===== src/rtl/scan_decoder_pkg.sv =====
// Shared types and helpers for the scan decoder: FSM encoding and a one-cold decode.
package scan_decoder_pkg;

    typedef enum logic [1:0] {
        ST_OFF,
        ST_DIRECT,
        ST_BLANK,
        ST_DRIVE
    } state_t;

    localparam int MAX_N = 6;

    // Decode to the widest supported output; callers keep the low 2^N bits.
    function automatic logic [(1 << MAX_N)-1:0] dec_low(input logic [MAX_N-1:0] a);
        return ~({{((1 << MAX_N)-1){1'b0}}, 1'b1} << a);
    endfunction

endpackage


===== src/rtl/scan_decoder_timer.sv =====
// Slot counter: counts 0..DIV-1, flags the terminal count, supports clear and hold.
module scan_timer #(
    parameter int DIV = 4,
    parameter int CW  = (DIV > 1) ? $clog2(DIV) : 1
) (
    input  logic          clk,
    input  logic          rst,
    input  logic          clear,
    input  logic          hold,
    output logic [CW-1:0] cnt,
    output logic [CW-1:0] cnt_nxt,
    output logic          tc
);

    assign tc = (cnt == CW'(DIV - 1));

    // Next count is exported so the parent can register outputs from it.
    always_comb begin
        cnt_nxt = cnt;
        if (clear)      cnt_nxt = '0;
        else if (!hold) cnt_nxt = tc ? '0 : cnt + CW'(1);
    end

    always_ff @(posedge clk or posedge rst) begin
        if (rst) cnt <= '0;
        else     cnt <= cnt_nxt;
    end

endmodule


===== src/rtl/scan_decoder.sv =====
// 3-enable one-cold decoder with a direct mode and a timed auto-scan mode.
module scan_decoder
    import scan_decoder_pkg::*;
#(
    parameter int N     = 3,
    parameter int DIV   = 4,
    parameter int BLANK = 1
) (
    input  logic              clk,
    input  logic              rst,
    input  logic [1:3]        E,
    input  logic [N-1:0]      A,
    input  logic              mode,
    output logic [2**N-1:0]   Y,
    output logic [N-1:0]      idx,
    output logic              wrap
);

    localparam int NY = 1 << N;
    localparam int CW = (DIV > 1) ? $clog2(DIV) : 1;

    if (N < 1 || N > MAX_N) begin : g_bad_n
        $error("scan_decoder: N must be in 1..6");
    end
    if (DIV < 1) begin : g_bad_div
        $error("scan_decoder: DIV must be >= 1");
    end
    if (BLANK < 0 || BLANK >= DIV) begin : g_bad_blank
        $error("scan_decoder: BLANK must be in 0..DIV-1");
    end

    state_t          state, state_nxt;
    logic            live, live_nxt;
    logic [N-1:0]    ptr, ptr_nxt;
    logic [NY-1:0]   y_nxt;
    logic [N-1:0]    idx_nxt, sel;
    logic            wrap_nxt;
    logic [MAX_N-1:0]        sel_ext;
    logic [(1<<MAX_N)-1:0]   dec_w;
    logic [CW-1:0]   cnt, cnt_nxt;
    logic            tc, in_blank;
    logic            en, scanning, cont, start, fresh, go_direct;

    assign en        = E[3] & ~E[2] & ~E[1];
    assign go_direct = en & ~mode;
    assign scanning  = (state == ST_BLANK) || (state == ST_DRIVE);
    assign cont      = en & mode & scanning;
    assign start     = en & mode & ~scanning;
    // live remembers an interrupted scan so an OFF->scan return resumes instead of reloading.
    assign fresh     = start & ~live;
    assign live_nxt  = mode & (live | en);

    scan_timer #(.DIV(DIV), .CW(CW)) u_timer (
        .clk     (clk),
        .rst     (rst),
        .clear   (start | go_direct),
        .hold    (~en),
        .cnt     (cnt),
        .cnt_nxt (cnt_nxt),
        .tc      (tc)
    );

    if (BLANK == 0) begin : g_noblank
        assign in_blank = 1'b0;
    end else begin : g_blank
        assign in_blank = (cnt_nxt < CW'(BLANK));
    end

    assign ptr_nxt  = fresh ? A : ((cont && tc) ? ptr + N'(1) : ptr);
    assign wrap_nxt = cont & tc & (ptr == '1);

    // State register (outputs registered alongside so they are glitch-free).
    always_ff @(posedge clk or posedge rst) begin
        if (rst) begin
            state <= ST_OFF;
            live  <= 1'b0;
            ptr   <= '0;
            Y     <= '1;
            idx   <= '0;
            wrap  <= 1'b0;
        end else begin
            state <= state_nxt;
            live  <= live_nxt;
            ptr   <= ptr_nxt;
            Y     <= y_nxt;
            idx   <= idx_nxt;
            wrap  <= wrap_nxt;
        end
    end

    always_comb begin
        state_nxt = state;
        if (!en)        state_nxt = ST_OFF;
        else if (!mode) state_nxt = ST_DIRECT;
        else            state_nxt = in_blank ? ST_BLANK : ST_DRIVE;
    end

    always_comb begin
        sel              = (state_nxt == ST_DIRECT) ? A : ptr_nxt;
        sel_ext          = '0;
        sel_ext[N-1:0]   = sel;
        dec_w            = dec_low(sel_ext);
        y_nxt            = '1;
        idx_nxt          = idx;
        case (state_nxt)
            ST_DIRECT: begin y_nxt = dec_w[NY-1:0]; idx_nxt = A;       end
            ST_BLANK:  begin                        idx_nxt = ptr_nxt; end
            ST_DRIVE:  begin y_nxt = dec_w[NY-1:0]; idx_nxt = ptr_nxt; end
            default:   ;
        endcase
    end

endmodule


===== config.mk =====
export PLATFORM = sky130hd
export DESIGN_NAME = scan_decoder
export DESIGN_NICKNAME = d
export VERILOG_FILES = /design/src/rtl/scan_decoder_pkg.sv /design/src/rtl/scan_decoder_timer.sv /design/src/rtl/scan_decoder.sv
export SDC_FILE = /design/constraint.sdc
export NUM_CORES = 1
export LEC_CHECK = 0
export BUFFER_PORTS_ARGS = -buffer_cell sky130_fd_sc_hd__buf_2
export CORE_UTILIZATION = 30
export DETAILED_ROUTE_END_ITERATION = 12
export GPL_TIMING_DRIVEN = 0
export RECOVER_POWER = 50
export SLEW_MARGIN = 10
export SYNTH_ARGS = -nofsm -noshare
export SYNTH_HDL_FRONTEND = slang
export SYNTH_SLANG_ARGS = --single-unit

===== constraint.sdc =====
create_clock -name clk -period 4.3 [get_ports clk]
set_clock_uncertainty 0.1 [all_clocks]
set_input_delay 0 -clock clk [delete_from_list [all_inputs] [get_ports clk]]
set_output_delay 0 -clock clk [all_outputs]
set_load 0.02 [all_outputs]

==> flow_summary.json <==
{
  "cp.required_ps": 4410,
  "start_util_pct": 32.8,
  "htree_levels": 1,
  "dp_cells": 150,
  "grt_pass1_vias": 808,
  "utilization_pct": 41.2,
  "p_switching_mw": 0.122,
  "clk_latency_ps": 310,
  "synth_top_area_cell": "dfrtp_1",
  "synth.distinct_cells": 29,
  "r2r_slack_ps": 2370,
  "synthCells": 88,
  "clockPowerShare_pct": 23.8,
  "hold_ws_ps": 237,
  "area_growth_pct": 25.6,
  "syn_nets": 100,
  "max_freq_mhz": 510,
  "wl_per_cell_um": 12.7,
  "ctsLongestPathBuffers": 2,
  "pre_cts_ws_ps": 2400,
  "slew_violations": 0,
  "antenna_found_initial": 0,
  "period_minus_slack_ps": 1960,
  "synth-seq-cells": 19,
  "p_per_area_nw_per_um2": 330,
  "place_congestion": 0.848,
  "worst_slew_pin_slew_ps": 711,
  "synth_warnings": 0,
  "seqPwrFrac_pct": 51.9,
  "std_cell_rows": 19,
  "numPortBuffers": 20,
  "synth_top_cells_by_area": "dfrtp_1 29%, dfstp_2 22%, nand4_1 7.3%, o21a_1 5.6%, ha_1 4.0%",
  "worstPathMaxFanout": 10,
  "postSynthAreaPerCell_um2": 10.7,
  "max_cap_violations": 0,
  "seq_area_frac_synth_pct": 51.5,
  "wirelength_um": 2050,
  "track_usage_pct": 13.9,
  "end_kind": "register",
  "clockRootBuffer": "clkbuf_4",
  "irDropWorstVdd_mv": 0.0905,
  "relSlewSlack_pct": 52.6,
  "clkSinkCount": 19,
  "swShare_pct": 31.2,
  "ys.flop_type": "dfrtp_1",
  "rsz0062_at_grt": "false",
  "start_kind": "input pin",
  "hp-class": "in2async",
  "die_w_um": 58.1,
  "die_y_um": 58.1,
  "ant_nets": 0,
  "stdcell_count": 161,
  "dieArea_um2": 3370,
  "drt-vias-per-instance": 5.04,
  "io_pins": 21,
  "nets": 132,
  "leakage_nw": 0.465,
  "grt_max_degree": 20,
  "vias": 812,
  "drt_iter0_markers": 19,
  "pwr-share-comb_pct": 24.3,
  "cellInternalPower_mw": 0.269,
  "synth_edf_count": 0,
  "grt_overflow": 0,
  "multiInputGateArea_um2": 420,
  "cts_inserted_buffers": 3,
  "hold_viol": 0,
  "seqCellArea_um2": 485,
  "post-cts-setup-buffer-count": 0,
  "nFillCells": 299,
  "grt_pass1_wl_um": 3480,
  "diodes": 0,
  "clk_pin_slew_ps": 110,
  "fin_crit_sh_pct": 45.6,
  "cts_tree": "yes",
  "core_area_um2": 2880,
  "drive_above_1_share_pct": 26.1,
  "fin_setup_tns_ps": 0,
  "drtPass1Iterations": 4,
  "setup_slack_ps": 2340,
  "setup_viol_count_final": 0,
  "path_class": "in2reg",
  "syn_area_um2": 943,
  "async_flop_share_pct": 100,
  "status": "completed",
  "cp.arrival_ps": 2070,
  "dp_hpwl_um": 1490,
  "synth_top_area_share_pct": 29.2,
  "drc": 0
}
-- power groups by stage --
stage	registers, mW	clock network [mW]	logic (mW)
5_1_grt	0.205	0.102	0.106
3_3_place_gp	0.206	0	0.0906
6_report	0.203	0.0933	0.0950
4_1_cts	0.203	0.0941	0.0966
3_5_place_dp	0.206	0	0.0911
2_1_floorplan	0.213	0	0.0582
-- placed cells by master (no fill, tap or decap), types with 2 or more instances in the layout --
cell type and instances:
o21ai_1 3, dfrtp_1 11, nor2_1 4, dfstp_2 8, nand3_1 2, dlygate4sd3_1 7, or3b_1 2, nand4_1 11
a21oi_1 6, buf_2 17, nor3b_1 4, o21a_1 7, nand2_1 4, clkbuf_1 8, a221o_1 2, clkbuf_4 3
o22a_1 2, inv_1 2, ha_1 3, or3_1 2
-- routing by layer --
layer  up-vias  GRT usage, %  wire length, um
met3         5          2.23               55
met2        16          23.5              996
met5         -             0                0
met4         0          8.84               49
li1        400             -                -
met1       391          16.3              947
-- synthesized netlist by cell type, drive strengths merged (2+ instances only) --
master  instances
or3             2
inv             2
nand3           2
o21a            7
nor3b           4
o21ai           4
nand2           4
a21oi           7
buf             4
or3b            2
dfstp           8
ha              3
nor2            4
dfrtp          11
o22a            2
nand4          11
a221o           2
-- critical path: stages --
cell and delay (ps):
dlygate4sd3_1 530, buf_2 120, or3b_1 350, buf_2 160
buf_2 180, o32ai_1 550, nand4_1 170
-- through the flow --
step | total power [mW] | instance area (um^2)
final | 0.391 | 1180
after global routing | 0.412 | 1180
after CTS | 0.394 | 1190
after detailed placement | 0.297 | 1100
after global placement | 0.296 | 1100
after floorplan | 0.271 | 943
-- final timing paths --
| kind | depth (start not counted) | to | from |
|---|---|---|---|
| worst max-delay path | 7 | Y[6] | E[2] |
| worst min-delay path | 3 | wrap | rst |
| worst max register to register | 5 | idx[2] | state[1] |
| worst min register to register | 2 | idx[0] | idx[0] |
| max in group asynchronous | 3 | ptr[0] | rst |
| min in group clk | 6 | ptr[0] | E[1] |
-- layout make-up --
class | count | share of cell area (%)
buffer | 5 | 2.53
timing repair buffer | 27 | 13.7
clock buffer | 4 | 2.22
tap | 42 | 4.44
multi-input combinational | 62 | 35.5
inverter | 2 | 0.634
sequential | 19 | 41.0
-- cell families (layout without fill, tap and decap cells) --
| kind of cell | count (synthesis) | in the layout | synth area share [%] |
|---|---|---|---|
| buf+inv | 7 | 38 | 3.98 |
| simple gates | 34 | 34 | 22.0 |
| fa+ha+maj | 3 | 3 | 3.98 |
| compound gates | 25 | 25 | 18.6 |
| flops | 19 | 19 | 51.5 |
-- registers in the layout (all words and copies together), names as in the netlist --
signal       cells
state            1
live             1
ptr              3
wrap             1
idx              3
Y                8
u_timer.cnt      2
-- what timing repair did --
action                    CTS  global route
hold endpoints to repair   19             0
gates resized for setup     0             0
hold buffers                7             0
Note: power is estimated with default switching activity, not from simulation.
